[config.mk]
export PLATFORM = sky130hd
export DESIGN_NAME = axis_uart_rx
export DESIGN_NICKNAME = d
export VERILOG_FILES = /design/src/rtl/axis_uart_rx.sv
export SDC_FILE = /design/constraint.sdc
export NUM_CORES = 1
export LEC_CHECK = 0
export BUFFER_PORTS_ARGS = -buffer_cell sky130_fd_sc_hd__clkbuf_2
export CAP_MARGIN = 5
export CORE_MARGIN = 10
export CORE_UTILIZATION = 50
export CTS_CLUSTER_SIZE = 10
export DETAILED_ROUTE_END_ITERATION = 10
export PLACE_DENSITY = 0.67
export RECOVER_POWER = 25
export SYNTH_ARGS = -nofsm -noshare
export SYNTH_HDL_FRONTEND = slang
export SYNTH_SLANG_ARGS = --single-unit
[constraint.sdc]
create_clock -name clk -period 2.4 [get_ports clk]
set_clock_uncertainty 0.1 [all_clocks]
set_input_delay 0.12 -clock clk [delete_from_list [all_inputs] [get_ports clk]]
set_output_delay 0.12 -clock clk [all_outputs]
set_load 0.05 [all_outputs]
[src/rtl/axis_uart_rx.sv]
// UART receiver: 16x oversampling, 3-sample majority vote, optional parity,
// 1 or 2 stop bits, and an AXI4-Stream master fed from a small FIFO.
module axis_uart_rx #(
  parameter int CLK_FREQ   = 18_432_000,
  parameter int BAUD       = 115200,
  parameter int DATA_BITS  = 8,
  parameter int PARITY     = 0,
  parameter int STOP_BITS  = 1,
  parameter int FIFO_DEPTH = 4
) (
  input  logic                 clk,
  input  logic                 rst,
  input  logic                 rx,
  output logic [DATA_BITS-1:0] m_axis_tdata,
  output logic [1:0]           m_axis_tuser,
  output logic                 m_axis_tvalid,
  input  logic                 m_axis_tready,
  output logic                 overrun
);
  localparam int OS_DIV = CLK_FREQ / (BAUD * 16);
  localparam int PW     = (OS_DIV > 1) ? $clog2(OS_DIV) : 1;
  localparam int AW     = $clog2(FIFO_DEPTH);
  localparam int FW     = DATA_BITS + 2;

  typedef enum logic [2:0] {S_IDLE, S_START, S_DATA, S_PARITY, S_STOP} state_t;
  state_t state, state_next;

  logic                 rx_meta, rx_s, rx_d;
  logic [PW-1:0]        pre_cnt;
  logic                 tick;
  logic [3:0]           os_cnt, bit_cnt;
  logic                 s7, s8, vote, vote_tick, wrap_tick;
  logic                 last_data, last_stop, parity_exp;
  logic [DATA_BITS-1:0] data;
  logic                 perr, ferr, frame_done;
  logic                 push_valid;
  logic [FW-1:0]        push_frame;

  always_ff @(posedge clk or posedge rst) begin
    if (rst) begin
      rx_meta <= 1'b1;
      rx_s    <= 1'b1;
      rx_d    <= 1'b1;
    end else begin
      // NOTE: sequential state always uses <= so every flop sees pre-edge values.
      rx_meta <= rx;
      rx_s    <= rx_meta;
      rx_d    <= rx_s;
    end
  end

  assign tick       = (state != S_IDLE) && (pre_cnt == PW'(OS_DIV - 1));
  assign vote_tick  = tick && (os_cnt == 4'd9);
  assign wrap_tick  = tick && (os_cnt == 4'd15);
  assign vote       = (s7 & s8) | (s7 & rx_s) | (s8 & rx_s);
  assign last_data  = (bit_cnt == 4'(DATA_BITS - 1));
  assign last_stop  = (bit_cnt == 4'(STOP_BITS - 1));
  assign parity_exp = (PARITY == 2) ? ~^data : ^data;

  always_ff @(posedge clk or posedge rst) begin
    if (rst) state <= S_IDLE;
    else     state <= state_next;
  end

  // A break ends with rx_s still low, so no falling edge exists until the
  // line has gone high again; the edge detector alone blocks repeat frames.
  always_comb begin
    // NOTE: defaults first so no path through the case leaves a latch.
    state_next = state;
    frame_done = 1'b0;
    case (state)
      S_IDLE:   if (rx_d && !rx_s) state_next = S_START;
      S_START: begin
        if (vote_tick && vote) state_next = S_IDLE;
        else if (wrap_tick)    state_next = S_DATA;
      end
      S_DATA:   if (wrap_tick && last_data) state_next = (PARITY != 0) ? S_PARITY : S_STOP;
      S_PARITY: if (wrap_tick) state_next = S_STOP;
      S_STOP: begin
        if (vote_tick && last_stop) begin
          state_next = S_IDLE;
          frame_done = 1'b1;
        end
      end
      default:  state_next = S_IDLE;
    endcase
  end

  always_ff @(posedge clk or posedge rst) begin
    if (rst) begin
      pre_cnt    <= '0;
      os_cnt     <= '0;
      bit_cnt    <= '0;
      s7         <= 1'b1;
      s8         <= 1'b1;
      data       <= '0;
      perr       <= 1'b0;
      ferr       <= 1'b0;
      push_valid <= 1'b0;
      push_frame <= '0;
    end else begin
      push_valid <= frame_done;
      // The final stop vote lands in the same cycle, so fold it in directly.
      if (frame_done) push_frame <= {perr, ferr | ~vote, data};
      if (state == S_IDLE) begin
        pre_cnt <= '0;
        os_cnt  <= '0;
        bit_cnt <= '0;
        perr    <= 1'b0;
        ferr    <= 1'b0;
      end else begin
        pre_cnt <= tick ? '0 : pre_cnt + 1'b1;
        if (tick) begin
          os_cnt <= os_cnt + 1'b1;
          if (os_cnt == 4'd7) s7 <= rx_s;
          if (os_cnt == 4'd8) s8 <= rx_s;
        end
        if (wrap_tick) bit_cnt <= (state_next != state) ? '0 : bit_cnt + 1'b1;
        if (vote_tick) begin
          case (state)
            S_DATA:   data <= {vote, data[DATA_BITS-1:1]};
            S_PARITY: if (vote != parity_exp) perr <= 1'b1;
            S_STOP:   if (!vote) ferr <= 1'b1;
            default:  ;
          endcase
        end
      end
    end
  end

  logic [AW:0]   wr_ptr, rd_ptr;
  logic [FW-1:0] mem [FIFO_DEPTH];
  logic          empty, full, pop, push_ok;

  assign empty   = (wr_ptr == rd_ptr);
  assign full    = (wr_ptr[AW] != rd_ptr[AW]) && (wr_ptr[AW-1:0] == rd_ptr[AW-1:0]);
  assign pop     = m_axis_tvalid & m_axis_tready;
  assign push_ok = push_valid & (~full | pop);

  always_ff @(posedge clk or posedge rst) begin
    if (rst) begin
      wr_ptr  <= '0;
      rd_ptr  <= '0;
      overrun <= 1'b0;
    end else begin
      if (push_ok) wr_ptr <= wr_ptr + 1'b1;
      if (pop)     rd_ptr <= rd_ptr + 1'b1;
      overrun <= push_valid & ~push_ok;
    end
  end

  // NOTE: storage is deliberately unreset; outputs are gated by tvalid, so stale entries never show.
  always_ff @(posedge clk) begin
    if (push_ok) mem[wr_ptr[AW-1:0]] <= push_frame;
  end

  assign m_axis_tvalid = ~empty;
  assign {m_axis_tuser, m_axis_tdata} = m_axis_tvalid ? mem[rd_ptr[AW-1:0]] : '0;

endmodule

==> results.yml <==
logic_synthesis:
  yosysWarnings: 0
  synth_most_common_cell: "dfrtp_1"
  synth_seq_area_share_pct: 62.3
  synth_area_sq_um: 3870
  synth_top_cell_by_area: "edfxtp_1"
  synth-edff-count: 40
  synth-seq-cells: 88
  synth.avg_cell_area_sq_um: 14.4
  synthCells: 268
  synth_cell_types: 47
  synth_commonest_cells: "dfrtp_1, edfxtp_1, mux2_2"
  synth_fp_nets: 284
  synth_flop_cell: "dfrtp_1"
  synth_top_area_share_pct: 31.1
  synth.area.top_cells: "edfxtp_1, dfrtp_1, mux2_2"
  ys_async_sr_fraction_pct: 54.5
routing:
  wirelength_um: 6040
  dr.pass1.iters: 4
  dr_total_vias: 2112
  drc: 0
  vias_per_cell: 5.19
  ant_nets: 0
  dr.first_iter.drc_count: 74
  wire_per_inst_um: 14.8
floorplanning:
  coreArea_sq_um: 7610
  dieHeight_um: 108
  start_util_pct: 50.8
  std_cell_rows: 32
  io_pins: 16
  die_w_um: 108
  die-area_sq_um: 11700
critical_path:
  reg2reg_depth: 5
  reg2reg_to: "push_frame[9]"
  crit_family: "simple AND/OR/NAND/NOR gates"
  slowest_stage: "dfrtp_1"
  path_class: "reg -> out"
  r2r-start: "bit_cnt[0]"
  path_buf_inv: 1
  path_max_fanout: 13
  slowest_delay_ns: 0.46
  cp.depth: 4
  startpoint: "wr_ptr[0]"
  cp.arrival_ns: 2.00
  worst_setup_path_end_kind: "output port"
  crit_required_ns: 2.18
  regToRegSetupSlack_ns: 0.36
  critPathLaunchType: "flop"
  crit_chain: "xnor2_1, nand3_1, and2_1, clkbuf_2"
  cp-endpoint: "m_axis_tuser[1]"
hold_path:
  hp-class: "reg -> reg"
power:
  peakVddDrop_uv: 530
  power.leakage_nw: 1.66
  p_per_area_nw_per_um2: 803
final_layout:
  seqCellArea_sq_um: 2410
  finalNonFillerCells: 407
  fillCellCount: 614
  finish.instance_area_sq_um: 4330
  final_core_util_pct: 56.9
  fin_nets: 316
  multiInputGateArea_sq_um: 1350
  drive_gt1_share_pct: 26.9
  area_growth_pct: 12.0
  antenna_cells: 0
place:
  routabilityCongestion: 0.834
  io_buffers: 15
  placement.cell_area_sq_um: 4120
  dp_hpwl_um: 4190
  dpl.cell_count: 388
global_route:
  track_usage_pct: 11.4
  grt_pass1_wl_um: 10400
  grt_max_degree: 27
  first_global_vias: 2146
  grt-ovfl-total: 0
  antenna_found_initial: 0
clock_tree:
  cts_tree: "built"
  cts.path.max_buffers: 2
  clk_pin_slew_ns: 0.09
  clock_latency_ns: 0.35
  cts_sinks: 88
  clock-root-buffer: "clkbuf_8"
  post_cts_buffers: 0
  htreeDepth: 3
  cts_inserted_buffers: 9
sta:
  setup_tns_ns: 0
  hold_violations: 0
  max_freq_ghz: 0.450
  min_period_ns: 2.22
  setup_violations: 0
  drv_slew: 0
  period_share_pct: 92.5
  slew_headroom_pct: 38.5
  tightestPinTransition_ns: 0.921
  rsz0062_at_grt: "false"
  timing.hold.ws_ns: 0.268
status:
  status: "completed"
flow_run:
  cap_violations: 0
what timing repair did:
item / in CTS / in global routing
hold endpoints to repair: 21 / 0
hold buffers: 3 / 0
gates resized for setup: 0 / 0
placed cells by master, fill, tap and decap left out, types with 2 or more instances in the layout:
| master | instances |
|---|---|
| a21oi_1 | 6 |
| a31oi_1 | 3 |
| and2_1 | 10 |
| and3_1 | 4 |
| and3b_1 | 2 |
| buf_4 | 8 |
| clkbuf_2 | 15 |
| clkbuf_8 | 9 |
| clkinvlp_4 | 2 |
| dfrtp_1 | 43 |
| dfstp_2 | 4 |
| dlygate4sd3_1 | 3 |
| edfxtp_1 | 40 |
| ha_1 | 12 |
| inv_1 | 20 |
| inv_6 | 3 |
| mux2_2 | 21 |
| mux4_2 | 10 |
| nand2_1 | 17 |
| nand3_1 | 5 |
| nand3b_1 | 2 |
| nand4_1 | 2 |
| nor2_1 | 12 |
| nor4_1 | 2 |
| o211ai_1 | 2 |
| o21ai_1 | 3 |
| xnor2_1 | 13 |
| xor2_1 | 6 |
worst min-delay path by stage:
stage	end	start	cells after the start	slack, ns
CTS	wr_ptr[2]	rst	3	0.23
global route	rx_s	rx_meta	0	0.27
detailed placement	wr_ptr[2]	rst	2	0.07
floorplan	rx_meta	rx	0	0.02
finish	rx_s	rx_meta	0	0.27
global placement	wr_ptr[2]	rst	2	0.07
cells by family (layout without fill, tap and decap cells):
kind of cell               after synthesis  count (layout)  synth area share [%]
xor gates and xnor gates                20              20                  4.89
muxes                                   31              31                  11.9
buffers and inverters                   26              63                  2.78
DFF                                     88              88                  62.3
and+or+nand+nor                         68              68                  9.87
adders and majority gates               13              13                  4.14
AOI/OAI and AO/OA                       22              22                  4.08
per-layer routing:
metal	track usage (%)	share of wire, %
met1	14.3	48
met2	17.9	47
met3	2.86	3.3
met4	6.30	1.8
met5	0	0
area by class of cell:
cell class                      count  share of cell area, %
Timing Repair Buffer               27                   4.27
Multi-Input combinational cell    154                   31.2
Sequential cell                    88                   55.6
Clock inverter                      7                   1.42
Tap cell                          102                   2.95
Inverter                           20                   1.73
Clock buffer                        9                   2.86
per-stage QoR:
step	setup slack [ns]	power [mW]
floorplan	0.374	2.39
global placement	0.389	2.57
detailed placement	0.333	2.58
CTS	0.116	3.53
global route	0.0347	3.68
finish	0.180	3.48
power breakdown:
part / internal [mW] / switching, mW
clock network: 0.396 / 0.550
registers: 1.64 / 0.0696
logic: 0.283 / 0.546
flip-flops by register name, indices dropped and copies added (netlist names), 3 cells and up:
name	cells
mem	40
push_frame	10
data	8
bit_cnt	4
os_cnt	4
pre_cnt	4
rd_ptr	3
state	3
wr_ptr	3
Power figures use the tool's default switching activity.
